<file path="src/rtl/systolic_skew_feeder.sv">
// systolic_skew_feeder
//   Left-edge transmitter for the systolic array. Buffers one A tile
//   (num_of_rows x depth_k) loaded one column per beat, then replays it
//   diagonally skewed so lane r lags lane r-1 by one step, with zeros
//   outside each row's window.
//
//   state  | meaning
//   -------+------------------------------------------------------------
//   LOAD   | accepting column beats into the tile buffer (in_ready=1)
//   STREAM | issuing one skew step per cycle while advance=1 (busy=1)
//   DONE   | one cycle: clear lanes, raise done next cycle, go to LOAD
//
// Ports
//   clk           rising-edge clock
//   rst           asynchronous active-low reset
//   in_valid      loader presents a column beat
//   in_ready      feeder accepts a beat (state LOAD)
//   in_data       lane r = A[r][k] for the current column k
//   advance       array clock-enable; 0 freezes the stream
//   out_left_tot  lane r drives the left input of array row r
//   out_valid     out_left_tot carries a new skew step this cycle
//   busy          high while streaming
//   done          one-cycle pulse after the last skew step
module systolic_skew_feeder #(
  parameter int num_of_rows = 4,
  parameter int data_width  = 8,
  parameter int depth_k     = 4
) (
  input  logic                              clk,
  input  logic                              rst,
  input  logic                              in_valid,
  output logic                              in_ready,
  input  logic [data_width*num_of_rows-1:0] in_data,
  input  logic                              advance,
  output logic [data_width*num_of_rows-1:0] out_left_tot,
  output logic                              out_valid,
  output logic                              busy,
  output logic                              done
);

  localparam int num_steps = depth_k + num_of_rows - 1;
  localparam int kw        = $clog2(depth_k);
  localparam int tw        = $clog2(num_steps);
  localparam logic [kw-1:0] k_last = kw'(depth_k - 1);
  localparam logic [tw-1:0] t_last = tw'(num_steps - 1);

  typedef enum logic [1:0] {LOAD, STREAM, DONE} state_t;

  state_t                             state;
  logic [kw-1:0]                      k_cnt;
  logic [tw-1:0]                      t_cnt;
  logic [data_width-1:0]              tile [num_of_rows][depth_k];
  logic [data_width*num_of_rows-1:0]  step;
  logic                               accept;

  assign in_ready = (state == LOAD);
  assign busy     = (state == STREAM);
  assign accept   = in_valid && in_ready;

  // Tile contents are don't-care after reset, so the buffer carries no reset.
  always_ff @(posedge clk) begin
    if (accept) begin
      for (int r = 0; r < num_of_rows; r++) begin
        tile[r][k_cnt] <= in_data[r*data_width +: data_width];
      end
    end
  end

  // Skew step for t = t_cnt: lane r shows A[r][t-r] inside its window, else 0.
  always_comb begin
    step = '0;
    for (int r = 0; r < num_of_rows; r++) begin
      if ((int'(t_cnt) >= r) && (int'(t_cnt) - r < depth_k)) begin
        step[r*data_width +: data_width] = tile[r][kw'(int'(t_cnt) - r)];
      end
    end
  end

  always_ff @(posedge clk or negedge rst) begin
    if (!rst) begin
      state        <= LOAD;
      k_cnt        <= '0;
      t_cnt        <= '0;
      out_left_tot <= '0;
      out_valid    <= 1'b0;
      done         <= 1'b0;
    end else begin
      done <= 1'b0;
      case (state)
        LOAD: begin
          out_valid <= 1'b0;
          if (accept) begin
            if (k_cnt == k_last) begin
              k_cnt <= '0;
              t_cnt <= '0;
              state <= STREAM;
            end else begin
              k_cnt <= k_cnt + 1'b1;
            end
          end
        end
        STREAM: begin
          if (advance) begin
            out_left_tot <= step;
            out_valid    <= 1'b1;
            if (t_cnt == t_last) begin
              t_cnt <= '0;
              state <= DONE;
            end else begin
              t_cnt <= t_cnt + 1'b1;
            end
          end else begin
            // Frozen array: lanes keep their last value, no new step.
            out_valid <= 1'b0;
          end
        end
        DONE: begin
          out_left_tot <= '0;
          out_valid    <= 1'b0;
          done         <= 1'b1;
          state        <= LOAD;
        end
        default: state <= LOAD;
      endcase
    end
  end

endmodule

</file>
<file path="config.mk">
export PLATFORM = sky130hd
export DESIGN_NAME = systolic_skew_feeder
export DESIGN_NICKNAME = d
export VERILOG_FILES = /design/src/rtl/systolic_skew_feeder.sv
export SDC_FILE = /design/constraint.sdc
export NUM_CORES = 1
export LEC_CHECK = 0
export ABC_AREA = 1
export CAP_MARGIN = 20
export CORE_MARGIN = 2
export CORE_UTILIZATION = 56
export DETAILED_ROUTE_END_ITERATION = 8
export GPL_TIMING_DRIVEN = 0
export PLACE_DENSITY = 0.9
export SLEW_MARGIN = 30
export SYNTH_ARGS = -nofsm -noshare
export SYNTH_HDL_FRONTEND = slang
export SYNTH_SLANG_ARGS = --single-unit
</file>
<file path="constraint.sdc">
create_clock -name clk -period 2.8 [get_ports clk]
set_clock_uncertainty 0.1 [all_clocks]
set_input_delay 0.7 -clock clk [delete_from_list [all_inputs] [get_ports clk]]
set_output_delay 0.7 -clock clk [all_outputs]
set_load 0.02 [all_outputs]
</file>
Word level (Yosys, flattened, before mapping)
Memory sizes are Yosys's and may differ from the RTL's.
Index checks and enable logic that the tools add are counted.
{"block": "classes", "order_cmp": 13, "eq_ne": 8, "n_addsub": 5, "mux": 36, "n_reduce_logical": 14, "n_bitwise": 5}
{"op": "8-bit two-way mux", "count": 13}
{"op": "32-bit by 4-bit less-than comparator with 1-bit output (second input constant)", "count": 3}
{"op": "8-bit binary-select mux with 2-bit select", "count": 4}
{"op": "32-bit two-way mux", "count": 2}
{"op": "32-bit case mux with 2 select lines", "count": 1}
{"op": "8-bit demux with 2-bit select", "count": 1}
{"op": "2-bit by 3-bit greater-or-equal comparator with 1-bit output (second input constant)", "count": 4}
{"op": "3-bit two-way mux", "count": 4}
{"op": "2-bit two-way mux", "count": 5}
{"op": "2-bit inverter", "count": 4}
{"op": "4-bit AND reduction", "count": 2}
{"op": "3-bit by 2-bit subtractor with 4-bit output (second input constant)", "count": 2}
{"op": "3-bit by 2-bit greater-or-equal comparator with 1-bit output (second input constant)", "count": 2}
{"op": "2-bit by 1-bit != test with 1-bit output (second input constant)", "count": 3}
{"op": "3-bit case mux with 2 select lines", "count": 1}
{"op": "2-bit nonzero test", "count": 3}
{"op": "1-bit logical AND", "count": 5}
{"op": "2-bit == test (second input constant)", "count": 2}
{"op": "2-bit case mux with 2 select lines", "count": 1}
{"op": "2-bit AND reduction", "count": 2}
{"op": "3-bit by 1-bit subtractor with 4-bit output (second input constant)", "count": 1}
{"op": "3-bit by 1-bit adder with 3-bit output (second input constant)", "count": 1}
{"op": "3-bit == test (second input constant)", "count": 1}
{"op": "3-bit by 1-bit greater-or-equal comparator with 1-bit output (second input constant)", "count": 1}
{"op": "11 further kinds", "count": 13}
{"block": "word_totals", "ram_bits": 128, "reg_bits": 41, "n_memories": 1, "out_inout_bits": 36, "elab_cells": 88, "input_bits": 36}
{"memory": "tile", "depth": 4, "word_bits": 32, "rd": 4, "rd_clocked_by_memory_dff": 0, "wr": 4, "line_no": "52", "source": "logic [data_width-1:0] tile [num_of_rows][depth_k];"}

Logic depth before layout (Yosys ltp)
{"block": "logic_depth", "word_depth": 8, "mapped_depth": 11, "depth_no_buf": 8}

Worst setup path after synthesis
Ideal clock, no wire load.
{"block": "synth_timing", "path_kind": "register -> register", "start": "reg state[1]", "end": "mem tile[0][10] (netlist bit) (enable)", "n_path_buf": 0, "path_slack_ns": -0.050, "required_time_ns": 2.279, "path_stages_with_launch": 4, "arrival_time_ns": 2.329, "setup_time_ns": 0.421, "synth_period_minus_slack_ns": 2.850, "cell_sequence": "dfrtp_1 -> nor2_1 -> nand2_1 -> nor2_1"}
{"element": "start: declaration", "line_no": "49", "source": "state_t state;"}
{"element": "start signal: assignment", "line_no": "81", "source": "state <= LOAD;"}
{"element": "start signal: assignment", "line_no": "96", "source": "state <= STREAM;"}
{"element": "start signal: assignment", "line_no": "108", "source": "state <= DONE;"}
{"element": "end: declaration", "line_no": "52"}

Final worst setup path
{"block": "layout_timing", "start": "reg state[0]", "end": "out busy"}
{"block": "layout_between", "elab_chain_len": 1}
{"element": "2-bit by 1-bit == test with 1-bit output", "line_no": "57", "source": "assign busy = (state == STREAM);"}
{"element": "end: declaration", "line_no": "37", "source": "output logic busy,"}
No other way between the ends.

==> metrics.md <==
| Metric | Value |
|---|---|
| Outcome | finished, final reports clean |
| Area grow syn2layout | 23.6% |
| Via density | 5.64 |
| Vias in the first global route | 5173 |
| Register share of total power | 0.367 |
| Cell Count, Final, Fillers Out | 897 |
| Ys async rst share | 0.243 |
| TritonCTS buffer count | 17 |
| CP arrival | 1820 ps |
| Relative slew slack | 0.435 |
| Overflow after GRT | 0 |
| Clock group share of total power | 0.253 |
| Footprint of the multi-input gates | 1600 um^2 |
| Yosys warns | 0 |
| Largest net degree at the start of global routing | 33 |
| Die width | 116 um |
| Worst Setup Path Type | reg2out |
| Longest Clk Path Bufs | 2 |
| Final Cycle Share | 0.935 |
| Worst Hold Class | in2async |
| Top cells by area, synth | edfxtp_1 (55%), dfrtp_1 (15%), nand2_1 (8.5%) |
| Yosys reg bits | 169 |
| Routability cong. | 0.846 |
| Max Slew Vio Count | 0 |
| Clock slew at reported path FFs | 60 ps |
| Initial core utilization | 0.578 |
| Critical Path Source Type | register |
| Max Used Layer | met4 |
| Total track usage | 0.265 |
| Cell taking the most area after synthesis | edfxtp_1 |
| Final Hold Fails | 0 |
| Leak | 3.70 nW |
| Metal3 WL | 1480 um |
| Wire per inst | 19.1 um |
| FF/Latch Area | 4870 um^2 |
| RSZ-0062 raised after global routing | no |
| Number of I/O port buffers | 71 |
| Max Cap Viol | 0 |
| Syn Inst Count | 621 |
| Max Clk Rate | 0.382 GHz |
| Sw frac | 0.369 |
| Root Driver | clkbuf_16 |
| Syn nets | 666 |
| DRT Pass-1 Iters | 5 |
| Setup Fix Bufs, Post-CTS | 0 |
| Clock Sinks | 169 |
| Met2 wire length | 8900 um |
| Net Switching | 3.39 mW |
| Initial antenna violation count | 0 |
| CTS tree | done |
| CP max-delay cell | clkdlybuf4s50_1 |
| Minimum clock period | 2620 ps |
| First-pass GRT wire length | 25900 um |
| Setup violations, final | 0 |
| Cell area power density | 1070 nW/um^2 |
| Vias | 5062 |
| Die Height | 116 um |
| Setup TNS | 0 ps |
| Clk_lat worst skew | 430 ps |
| Post-CTS sizing | 0 |
| Residual DRC | 0 |
| Post-Syn Area per Cell | 11.2 um^2 |
| Placed Cells | 865 |
| Post-synth cell types | 26 |
| Most frequently used flop master after synthesis | edfxtp_1 |
| Cell internal pwr | 5.79 mW |
| Cell Rows | 40 |
| Slowest cell delay on critical path | 650 ps |
| Starting DRT DRC Count | 561 |
| Core area | 12100 um^2 |
| Hpwl dp | 10000 um |
| Cts hold-fix bufs | 0 |
| Worst EP required | 2000 ps |
| Ratio of cells with drive above 1 in the final layout | 0.0960 |
| Nets | 761 |
| Logic pwr share | 0.380 |
| Sequential area share after synthesis | 0.698 |
| Worst path cell trace | inv_1 > nor2_1 > clkdlybuf4s50_1 |
| Top-area cell type share of the netlist area | 0.551 |
| Post-synth EDFFs | 128 |
| Antenna diodes | 0 |
| WL met1 | 6210 um |
| Slew @ Worst Pin | 847 ps |
| Die area | 13400 um^2 |
| Peak supply drop | 620 uV |
| Cell Area, Synth | 6970 um^2 |
| Final Routed Wirelength | 17100 um |
| Top-count cell post-synth | nand2_1 |
| Final antenna-violating net count | 0 |
| Flop-to-flop setup slack | 220 ps |
| H-tree depth | 4 |
| Synth top cells by count | nand2_1 (158), edfxtp_1 (128), inv_1 (90) |
| IO Count | 72 |
| Crit end category | output pin |
| Worst-path fanout max | 4 |
| # fillers | 721 |
## per-layer routing
layer  up-vias  track usage
li1       2217            -
met1      2460        0.303
met2       328        0.463
met3        57       0.0737
met4         0        0.124
met5         -            0
## registers in the layout, indices dropped and copies added (netlist names)
register / count
done: 1
k_cnt: 2
out_left_tot: 32
state: 2
t_cnt: 3
tile: 128
out_valid: 1
## logic make-up (layout without fill, tap and decap cells)
logic type / Yosys count / after routing / synth area share
and+or+nand+nor: 253 / 253 / 0.157
DFF: 169 / 169 / 0.698
buffers and inverters: 120 / 228 / 0.0761
AOI/OAI and AO/OA: 69 / 69 / 0.0515
adders and majority gates: 9 / 9 / 0.0161
xor gates and xnor gates: 1 / 1 / 0.00126
## worst max-delay path, delay by kind of cell (launching register included)
| kind | cells | cell delay (ps) |
|---|---|---|
| buf+inv | 2 | 750 |
| flops | 1 | 420 |
| simple gates | 1 | 220 |
## layout make-up
class                           instances  area share
Clock inverter                         14      0.0181
Multi-Input combinational cell        332       0.185
Inverter                               97      0.0422
Timing Repair Buffer                   76      0.0963
Sequential cell                       169       0.565
Clock buffer                           18      0.0498
Tap cell                              168      0.0244
Buffer                                 23      0.0193
## final timing paths
check                                                to  depth (start not counted)                    startpoint
max                                                busy                          3          state[0]$_DFFE_PN0P_
min in group clk           out_left_tot[19]$_DFFE_PN0P_                          2  out_left_tot[19]$_DFFE_PN0P_
max reg2reg                out_left_tot[25]$_DFFE_PN0P_                         11          t_cnt[0]$_DFFE_PN0P_
min reg2reg                out_left_tot[19]$_DFFE_PN0P_                          2  out_left_tot[19]$_DFFE_PN0P_
min                         out_left_tot[2]$_DFFE_PN0P_                          1                           rst
max in group asynchronous  out_left_tot[28]$_DFFE_PN0P_                          3                           rst
## placed cells by master (no fill, tap or decap)
cell             instances
clkinv_2                 3
nand3_1                 56
nor2_4                   4
dfrtp_1                 41
or2_0                    6
nand3b_4                 1
nand2_2                  1
buf_8                    1
clkdlybuf4s50_1         70
nor4_1                   1
buf_6                    8
xnor2_1                  1
clkbuf_1                 5
o21bai_4                 1
clkinvlp_4               3
o21ai_1                 28
nor2_2                   3
edfxtp_1               128
a21oi_1                 33
inv_1                   90
o21ai_0                  7
buf_1                    1
buf_4                    3
ha_1                     9
inv_2                    7
bufinv_16                3
buf_16                   4
clkinv_1                 3
clkinv_4                 2
clkbuf_16               17
buf_2                    8
or2_1                    6
nand2_4                  1
nand2_1                158
nor2_1                  16
## through the flow
| stage | util | worst slack [ps] | area, um^2 | power [mW] | hold slack [ps] |
|---|---|---|---|---|---|
| after floorplan | - | -50.0 | 6970 | 5.45 | 304 |
| after global placement | 0.655 | -1350 | 7900 | 6.45 | 361 |
| after detailed placement | 0.666 | -19.2 | 8040 | 6.71 | 365 |
| after CTS | 0.715 | 180 | 8620 | 9.13 | 57.5 |
| after global routing | 0.715 | 90.1 | 8620 | 9.55 | 69.8 |
| final | 0.715 | 182 | 8620 | 9.19 | 58.4 |
## power by group through the flow
stage / registers (mW) / logic, mW / clock network [mW]
3_3_place_gp: 3.39 / 3.06 / 0
4_1_cts: 3.37 / 3.44 / 2.32
3_5_place_dp: 3.41 / 3.30 / 0
5_1_grt: 3.41 / 3.73 / 2.42
2_1_floorplan: 3.61 / 1.84 / 0
6_report: 3.37 / 3.49 / 2.32
Power figures use the tool's default switching activity.
